--- src/rtl/p_div_seq.sv ---
// Sequential radix-2 restoring divider: one quotient bit per cycle,
// valid/ready input, one-cycle out_valid pulse, outputs held between results.
module p_div_seq #(
    parameter int DIVIDEND_W = 96,
    parameter int DIVISOR_W  = 48,
    parameter int CNT_W      = 7
) (
    input  logic                  clk,
    input  logic                  rst,
    input  logic                  in_valid,
    output logic                  in_ready,
    input  logic [DIVIDEND_W-1:0] in_1,
    input  logic [DIVISOR_W-1:0]  in_2,
    output logic                  out_valid,
    output logic [DIVIDEND_W-1:0] quotient,
    output logic [DIVISOR_W-1:0]  remainder,
    output logic                  div_by_zero
);

    localparam int RW = DIVISOR_W + 1;
    localparam logic [CNT_W-1:0] LAST_CNT = CNT_W'(DIVIDEND_W - 1);

    typedef enum logic [1:0] {
        IDLE,
        CALC,
        DONE
    } state_t;

    state_t                state_q, state_d;
    logic [DIVIDEND_W-1:0] dvd_q, dvd_d;
    logic [DIVISOR_W-1:0]  dvs_q, dvs_d;
    logic [DIVISOR_W-1:0]  rem_q, rem_d;
    logic [CNT_W-1:0]      cnt_q, cnt_d;
    logic [DIVIDEND_W-1:0] quo_q, quo_d;
    logic [DIVISOR_W-1:0]  remo_q, remo_d;
    logic                  dbz_q, dbz_d;

    logic [RW-1:0]         rem_sh;
    logic                  take;
    logic [DIVISOR_W-1:0]  rem_nxt;
    logic [DIVIDEND_W-1:0] dvd_nxt;
    logic                  last;

    // The stored remainder is always below the divisor, so only the shifted
    // value needs the extra bit; the low bits of the difference are exact.
    always_comb begin
        rem_sh  = {rem_q, dvd_q[DIVIDEND_W-1]};
        take    = (rem_sh >= {1'b0, dvs_q});
        rem_nxt = take ? (rem_sh[DIVISOR_W-1:0] - dvs_q)
                       : rem_sh[DIVISOR_W-1:0];
        dvd_nxt = {dvd_q[DIVIDEND_W-2:0], take};
        last    = (cnt_q == LAST_CNT);
    end

    always_comb begin
        state_d   = state_q;
        dvd_d     = dvd_q;
        dvs_d     = dvs_q;
        rem_d     = rem_q;
        cnt_d     = cnt_q;
        quo_d     = quo_q;
        remo_d    = remo_q;
        dbz_d     = dbz_q;
        in_ready  = 1'b0;
        out_valid = 1'b0;

        unique case (state_q)
            IDLE: begin
                in_ready = 1'b1;
                if (in_valid) begin
                    dvd_d   = in_1;
                    dvs_d   = in_2;
                    rem_d   = '0;
                    cnt_d   = '0;
                    state_d = CALC;
                end
            end
            CALC: begin
                dvd_d = dvd_nxt;
                rem_d = rem_nxt;
                cnt_d = cnt_q + CNT_W'(1);
                if (last) begin
                    quo_d   = dvd_nxt;
                    remo_d  = rem_nxt;
                    dbz_d   = (dvs_q == '0);
                    state_d = DONE;
                end
            end
            DONE: begin
                in_ready  = 1'b1;
                out_valid = 1'b1;
                if (in_valid) begin
                    dvd_d   = in_1;
                    dvs_d   = in_2;
                    rem_d   = '0;
                    cnt_d   = '0;
                    state_d = CALC;
                end else begin
                    state_d = IDLE;
                end
            end
            default: begin
                state_d = IDLE;
            end
        endcase
    end

    always_ff @(posedge clk) begin
        if (rst) begin
            state_q <= IDLE;
            dvd_q   <= '0;
            dvs_q   <= '0;
            rem_q   <= '0;
            cnt_q   <= '0;
            quo_q   <= '0;
            remo_q  <= '0;
            dbz_q   <= 1'b0;
        end else begin
            state_q <= state_d;
            dvd_q   <= dvd_d;
            dvs_q   <= dvs_d;
            rem_q   <= rem_d;
            cnt_q   <= cnt_d;
            quo_q   <= quo_d;
            remo_q  <= remo_d;
            dbz_q   <= dbz_d;
        end
    end

    assign quotient    = quo_q;
    assign remainder   = remo_q;
    assign div_by_zero = dbz_q;

endmodule

--- config.mk ---
export PLATFORM = sky130hd
export DESIGN_NAME = p_div_seq
export DESIGN_NICKNAME = d
export VERILOG_FILES = /design/src/rtl/p_div_seq.sv
export SDC_FILE = /design/constraint.sdc
export NUM_CORES = 1
export LEC_CHECK = 0
export CORE_ASPECT_RATIO = 2
export CORE_MARGIN = 4
export CORE_UTILIZATION = 25
export DETAILED_ROUTE_END_ITERATION = 8
export DONT_BUFFER_PORTS = 1
export MAX_ROUTING_LAYER = met4
export SYNTH_ARGS = -nofsm -noshare
export SYNTH_HDL_FRONTEND = slang
export SYNTH_SLANG_ARGS = --single-unit
export TNS_END_PERCENT = 1
--- constraint.sdc ---
create_clock -name clk -period 3 [get_ports clk]
set_input_delay 0.6 -clock clk [delete_from_list [all_inputs] [get_ports clk]]
set_output_delay 0.6 -clock clk [all_outputs]
set_load 0.01 [all_outputs]
Word-level counts from Yosys, hierarchy flattened

Cells that the tools add are included.
W data, S select, Z words.

Bitwise gates (word level): 0
$mul: 0
Add/sub/neg operators: 2
$lt $le $gt $ge: 1
Divide/modulo/power cells: 0
Muxes and demuxes: 13
Reductions and logical operators: 8
Shift-type cells: 0
Equal/unequal tests: 6

Operators by type and width:

| cell                  | number |
|---|---|
| $pmux W96 S2          | 1 |
| $mux W48              | 2 |
| $mux W96              | 1 |
| $pmux W48 S2          | 1 |
| $ge A49 B48 Y1        | 1 |
| $logic_not A48 Y1     | 1 |
| $sub A48 B48 Y48      | 1 |
| $pmux W7 S2           | 1 |
| $reduce_and A2 Y1     | 4 |
| $add A7 B1 Y7 const B | 1 |
| $eq A7 B7 Y1 const B  | 1 |
| $mux W7               | 1 |
| $pmux W2 S3           | 1 |
| $mux W2               | 2 |
| $ne A2 B2 Y1 const B  | 2 |
| $mux W1               | 3 |
| $eq A2 B1 Y1 const B  | 1 |
| $eq A2 B2 Y1 const B  | 1 |
| $logic_not A2 Y1      | 1 |
| $ne A2 B1 Y1 const B  | 1 |
| $reduce_bool A2 Y1    | 1 |
| $reduce_or A2 Y1      | 1 |

ROM bits: 0
Memories kept: 0
Latch bits: 0
Flip-flop bits (word level): 346
Output and inout bits: 147
RAM bits: 0

Logic depth before layout (Yosys ltp)

Gate-level depths: netlist of the first run.

Depth in word-level cells: 4
Depth in mapped cells: 15
Gate-level depth less buffers: 14

Worst setup path before layout of the first run

No wires, ideal clock.

Path kind: register to register
Start: reg dvd_q[95]
End: reg remo_q[42] (netlist: remainder[42])
Path slack: 0.091 ns
Data required time: 2.866 ns
Arrival: 2.775 ns
Clock period less this slack: 2.909 ns
Cell stages (with the launch flop): 15
Path buffers: 0
Cell sequence: dfxtp_1 -> inv_1 -> ha_1 -> inv_1 -> fa_1 -> a21oi_1 -> o21ai_1 -> a21oi_1 -> o31ai_1 -> a211o_1 -> a21oi_1 -> nor3_1 -> or3_1 -> a31oi_1 -> a211oi_2

Word-level cells in the longest chain between the ends: 2
Elaborated cells between the ends (all ways): 3

RTL lines:

| item                                                      | line   | text |
|---|---|---|
| start, declared                                           | 30     | `logic [DIVIDEND_W-1:0] dvd_q, dvd_d;` |
| start signal, assigned                                    | 120    | `dvd_q <= dvd_d;` |
| $sub A48 B48 Y48 / $ge A49 B48 Y1 (equally long branches) | 49, 48 |  |
| $mux W48 (*)                                              | 49     | `rem_nxt = take ? (rem_sh[DIVISOR_W-1:0] - dvs_q)` |
| end signal, assigned                                      | 125    | `remo_q <= remo_d;` |
| end, declared                                             | 35     | `logic [DIVISOR_W-1:0] remo_q, remo_d;` |

Mark *: on every way between the ends. The rest lies on a longest branch, timed or not.
A chain may end at the register's enable or synchronous reset.

Worst setup path in the final report of the first run

Start: reg dvs_q[2]
End: reg remo_q[47] (netlist: remainder[47])

Word-level cells in the longest chain between the ends: 2
Elaborated cells between the ends (all ways): 3

RTL lines:

| item                                                      | line   | text |
|---|---|---|
| start, declared                                           | 31     | `logic [DIVISOR_W-1:0] dvs_q, dvs_d;` |
| start signal, assigned                                    | 121    | `dvs_q <= dvs_d;` |
| $sub A48 B48 Y48 / $ge A49 B48 Y1 (equally long branches) | 49, 48 |  |
| $mux W48 (*)                                              | 49     |  |

Marked as above.

==> results of run 1 <==
==> flip-flops by register name, indices dropped and copies added, names as in the netlist <==
name / flops
dvd_q: 96
quotient: 96
dvs_q: 48
rem_q: 48
remainder: 48
cnt_q: 7
state_q: 2
div_by_zero: 1
==> metal layers <==
layer	global-route usage	up-vias
met4	0.0813	0
met3	0.0421	146
met5	-	-
met2	0.300	426
met1	0.163	6827
li1	-	7193
==> where the power goes <==
part           leakage, nW  internal (mW)  total (mW)  switching (mW)
Combinational         4.21          0.785        1.76           0.979
Sequential            2.82           4.79        4.95           0.167
Clock                0.533           2.37        4.33            1.97
Total                 7.57           7.94        11.1            3.11
==> cell families after synthesis <==
| group | count (synthesis) | synth area share |
|---|---|---|
| and+or+nand+nor | 686 | 0.176 |
| AOI/OAI and AO/OA | 534 | 0.201 |
| DFF | 346 | 0.425 |
| buffers and inverters | 211 | 0.0527 |
| muxes | 136 | 0.0836 |
| adders and majority gates | 50 | 0.0389 |
| xor gates and xnor gates | 42 | 0.0226 |
==> cells in the final DEF, fill, tap and decap left out, types with 12 or more instances in the layout <==
cell,Yosys,layout
nand2_1,395,390
xnor2_1,25,24
mux2i_1,135,111
ha_1,49,32
a21oi_1,225,213
mux2i_2,0,12
o21ai_1,60,61
nor4_1,16,15
xor2_1,17,16
nand4_1,20,20
nor2_1,180,175
a21oi_2,2,13
dfxtp_1,346,334
nand3_1,19,18
ha_4,0,14
buf_4,0,207
a211oi_1,124,123
o21ai_0,42,39
mux2i_4,0,12
clkbuf_16,0,35
a21o_1,12,12
inv_1,68,66
==> final cells by class <==
| cell class | instances | area (um2) | area share |
|---|---|---|---|
| multi-input cells | 1448 | 9180 | 0.451 |
| flip-flops and latches | 346 | 6940 | 0.341 |
| repair buffers | 221 | 1830 | 0.0897 |
| well taps | 871 | 1090 | 0.0535 |
| clock buffers | 39 | 911 | 0.0447 |
| inverters | 69 | 259 | 0.0127 |
| clock inverters | 17 | 164 | 0.00804 |
| diodes | 1 | 2.50 | 0.000123 |
==> worst paths after layout <==
path	cells past startpoint	slack, ns	endpoint
worst max register to register	14	-0.03	remainder[47]
worst max-delay path	14	-0.03	remainder[47]
worst min register to register	2	0.45	quotient[94]
worst min-delay path	1	0.14	quotient[44]
==> timing repair <==
item	CTS	global route
resized for setup	47	78
pin swaps	9	31
hold endpoints to repair	0	0
cloned	1	0
endpoints found under the setup margin	94	95
buffers inserted	5	4
==> results_dict.tcl, run 1 <==
set metrics [dict create \
    synth-main-ff-cell "dfxtp_1" \
    largest_net_degree_at_the_start_of_global_routing 286 \
    max-clock-path-buffers 3 \
    preCtsSetupSlack_ns -0.315 \
    ys_async_sr_fraction 0 \
    gr-total-overflow 0 \
    clock_latency_ns 0.56 \
    clock_sinks 346 \
    post_dp_cell_area_um2 18500 \
    postSynthCellCount 2005 \
    initial_core_util 0.252 \
    drcViolationCount 0 \
    timing.final.hold_violations 0 \
    syn_nets 2202 \
    clock-skew-final_ns 0.0229 \
    violations "setup timing" \
    yosys_warnings 0 \
    numCtsBuffers 34 \
    routabilityCongestion 0.929 \
    met2WireLength_um 30300 \
    highest_layer "met4" \
    io_count 294 \
    flow.area_growth_from_synthesis_pct 25.1 \
    total_power_mw 11.1 \
    power.density_nw_per_um2 542 \
    fin_nets 2317 \
    met3_length_um 3860 \
    maxClockFrequency_mhz 330 \
    grt_first_pass_wirelength_um 87500 \
    arrival_ns 3.46 \
    dr_total_vias 14600 \
    worstPathBufferInverterCount 3 \
    hold_path.class "primary input to flop" \
    synthDominantCellAreaShare 0.425 \
    dr.pass1.iters 4 \
    ys_top_cells_by_count "nand2_1 (395), dfxtp_1 (346), a21oi_1 (225), nor2_1 (180), mux2i_1 (135)" \
    power.static_leakage_nw 7.57 \
    worst_slew_pin_slew_ns 0.856 \
    critical_path_required_ns 3.43 \
    synth_seq_area_share 0.425 \
    cell_variety_after_synth 69 \
    met1Wirelength_um 20600 \
    postRouteWirelength_um 58000 \
    core_region_area_um2 64700 \
    place_hpwl_um 43200 \
    drt-wirelength-per-cell_um 19.3 \
    rr_startpoint "dvs_q[2]" \
    critPathLaunch "dvs_q[2]" \
    synth.ff_latch_count 346 \
    die_height_um 369 \
    cts-hold-fix-buffers 0 \
    post_layout_minimum_cycle_time_ns 3.03 \
    fillCellCount 6869 \
    final_core_utilization 0.315 \
    path_class "flop to flop" \
    drt_iter0_markers 550 \
    die_x_um 189 \
    drv_slew 0 \
    cp_top_family "compound AO/OA/AOI/OAI gates" \
    drtAntennaViolNets 0 \
    cpMostUsedCell "buf_4" \
    min_period_over_period 1.01 \
    finalInstanceArea_um2 20400 \
    placement.io_buffers 0 \
    start_kind "flop" \
    dieArea_um2 69600 \
    grt_antenna_before_repair 4 \
    cts-root-buf "clkbuf_16" \
    synth.most_common_cell "nand2_1" \
    globalRouteTotalUtil 0.165 \
    setup.worst_path.end_class "flop" \
    worst_ir_drop_vdd_uv 547 \
    number_of_global_route_vias_before_repair 14800 \
    hold_path.startpoint "rst" \
    max_slew_margin 0.430 \
    crit_path_max_incr_delay_ns 0.38 \
    cap_violations 0 \
    outcome "finished with violations" \
    instances_no_fill 3012 \
    row_count 132 \
    tritoncts_clock_tree "yes" \
    setup-violations-final 9 \
    synthesis.area_per_instance_um2 8.13 \
    cts.htree.levels 2 \
    drt-vias-per-instance 4.84 \
    synth.area.top_cells "dfxtp_1 (43%), nand2_1 (9.1%), mux2i_1 (8.3%)" \
    tns_ns -0.103 \
    dp_cell_count 2945 \
    grt_setup_unrepaired "yes" \
    synth_largest_area_cell "dfxtp_1" \
    cp_slowest_cell "o311ai_4" \
    cts.clk_slew.worst_paths_ns 0.06 \
    mappedNetlistArea_um2 16300 \
    timing.critical_path.cells "inv_2 -> ha_4 -> nand3b_4 -> a2111oi_4 -> nor2_2 -> o311ai_4 -> nand3_2 -> o21ba_4 -> buf_4 -> o21a_1 -> mux2i_1 -> a211oi_1 -> buf_4 -> a21oi_1" \
    number_of_flops_mapped_to_enable_cells_by_yosys 0 \
    finalHoldWorstSlack_ns 0.137 \
    critical_path_peak_fanout 4 \
    drive_above_1_share 0.184 \
    layout_setup_ws_ns -0.0327 \
]
(Power assumes the default switching activity.)
==> inputs of run 2 (changes only) <==
--- a/config.mk
+++ b/config.mk
@@ -11,6 +11,7 @@
 export DETAILED_ROUTE_END_ITERATION = 8
 export DONT_BUFFER_PORTS = 1
 export MAX_ROUTING_LAYER = met4
+export REMOVE_ABC_BUFFERS = 1
 export SYNTH_ARGS = -nofsm -noshare
 export SYNTH_HDL_FRONTEND = slang
 export SYNTH_SLANG_ARGS = --single-unit
==> constraint.sdc (replaced) <==
create_clock -name clk -period 3.7 [get_ports clk]
set_input_delay 0.74 -clock clk [delete_from_list [all_inputs] [get_ports clk]]
set_output_delay 0.74 -clock clk [all_outputs]
set_load 0.01 [all_outputs]
==> results_dict.tcl, run 2 (synthesized netlist as in run 1, its figures left out) <==
set metrics [dict create \
    outcome "completed" \
    core_region_area_um2 64700 \
    layout.cells.most_common_list "nand2_1 (393), dfxtp_1 (345), a21oi_1 (225)" \
    dr.pass1.iters 6 \
    most_common_cell_after_layout_fill_and_taps_aside "nand2_1" \
    cts.htree.levels 2 \
    finalHoldWorstSlack_ns 0.330 \
    cp_top_family "compound AO/OA/AOI/OAI gates" \
    largest_net_degree_at_the_start_of_global_routing 286 \
    layout.area.seq_um2 6930 \
    cts-root-buf "clkbuf_16" \
    grt_setup_unrepaired "no" \
    fin_nets 2147 \
    clock-skew-final_ns 0.0236 \
    drcViolationCount 0 \
    max_slew_margin 0.303 \
    drt-wirelength-per-cell_um 19.7 \
    critical_path_required_ns 4.16 \
    drive_above_1_share 0.0659 \
    die_height_um 369 \
    worst-r2r-setup-slack_ns 0.30 \
    arrival_ns 3.86 \
    globalRouteTotalUtil 0.161 \
    multiInputGateArea_um2 8540 \
    cts-hold-fix-buffers 0 \
    power.density_nw_per_um2 483 \
    tritoncts_clock_tree "yes" \
    critical_path_peak_fanout 11 \
    clock_latency_ns 0.54 \
    min_period_over_period 0.920 \
    flow.area_growth_from_synthesis_pct 13.8 \
    finalInstanceArea_um2 18500 \
    worst_slew_pin_slew_ns 1.05 \
    io_count 294 \
    die_x_um 189 \
    max-clock-path-buffers 3 \
    dp_cell_count 2778 \
    worst_ir_drop_vdd_uv 410 \
    row_count 132 \
    setup.worst_path.end_class "flop" \
    worstPathBufferInverterCount 3 \
    grt_first_pass_wirelength_um 85000 \
    fillCellCount 7021 \
    postRouteWirelength_um 56300 \
    timing.critical_path.cells "inv_1 -> ha_1 -> a21oi_1 -> o21ai_1 -> a21oi_1 -> o21ai_0 -> nor4b_1 -> o211a_2 -> nor2_8 -> buf_12 -> buf_4 -> or4b_1 -> o211ai_1" \
    power.static_leakage_nw 6.65 \
    cp_slowest_cell "or4b_1" \
    gr-total-overflow 0 \
    crit_path_max_incr_delay_ns 0.50 \
    hold_path.class "primary input to flop" \
    cts.clk_slew.worst_paths_ns 0.07 \
    routabilityCongestion 0.930 \
    timing.final.hold_violations 0 \
    dieArea_um2 69600 \
    post_dp_cell_area_um2 17300 \
    clock_sinks 346 \
    total_power_mw 8.96 \
    dr_total_vias 13800 \
    path_class "flop to flop" \
    place_hpwl_um 41600 \
    setup-violations-final 0 \
    post_layout_minimum_cycle_time_ns 3.40 \
    maxClockFrequency_mhz 294 \
    number_of_global_route_vias_before_repair 14100 \
    drt_iter0_markers 514 \
    numCtsBuffers 35 \
    start_kind "flop" \
    cap_violations 0 \
    drtAntennaViolNets 0 \
    drt-vias-per-instance 4.84 \
    tns_ns 0 \
    drv_slew 0 \
    instances_no_fill 2855 \
    cpMostUsedCell "a21oi_1" \
    initial_core_util 0.252 \
    placement.io_buffers 0 \
    grt_antenna_before_repair 11 \
]
[run 2: per-stage QoR]
step                      setup slack, ns   util
after CTS                           0.200  0.285
final                               0.297  0.286
after detailed placement            0.223  0.267
after global placement              0.244  0.267
after floorplan                     -6.99      -
after global routing                0.104  0.286
[run 2: area by class of cell]
type | count | share of cell area
Antenna cell | 11 | 0.00148
Clock buffer | 42 | 0.0515
Clock inverter | 18 | 0.0126
Inverter | 69 | 0.0140
Multi-Input combinational cell | 1448 | 0.461
Sequential cell | 346 | 0.374
Tap cell | 871 | 0.0588
Timing Repair Buffer | 50 | 0.0270
[run 2: report_power, final]
| group | total (mW) | switching (mW) | internal, mW |
|---|---|---|---|
| registers | 4.03 | 0.150 | 3.88 |
| clock network | 3.79 | 1.59 | 2.20 |
| logic | 1.14 | 0.701 | 0.439 |
| total | 8.96 | 2.44 | 6.52 |
[run 2: layer usage]
layer | vias to the layer above | GRT usage | share of wire
met5 | - | - | 0
met4 | 0 | 0.0794 | 0.053
met3 | 130 | 0.0491 | 0.076
met2 | 410 | 0.290 | 0.52
met1 | 6431 | 0.155 | 0.35
li1 | 6856 | - | -
[run 2: final timing paths]
check	from	endpoint	cells after the start
setup / recovery	dvs_q[42]	remainder[45]	13
hold / removal	in_2[41]	dvs_q[41]	2
setup reg to reg	dvs_q[42]	remainder[45]	13
hold reg to reg	dvd_q[82]	quotient[83]	2
[run 2: timing repair]
action | CTS | global route
setup buffers | 0 | 6
endpoints found under the setup margin | 0 | 50
resized for setup | 0 | 1
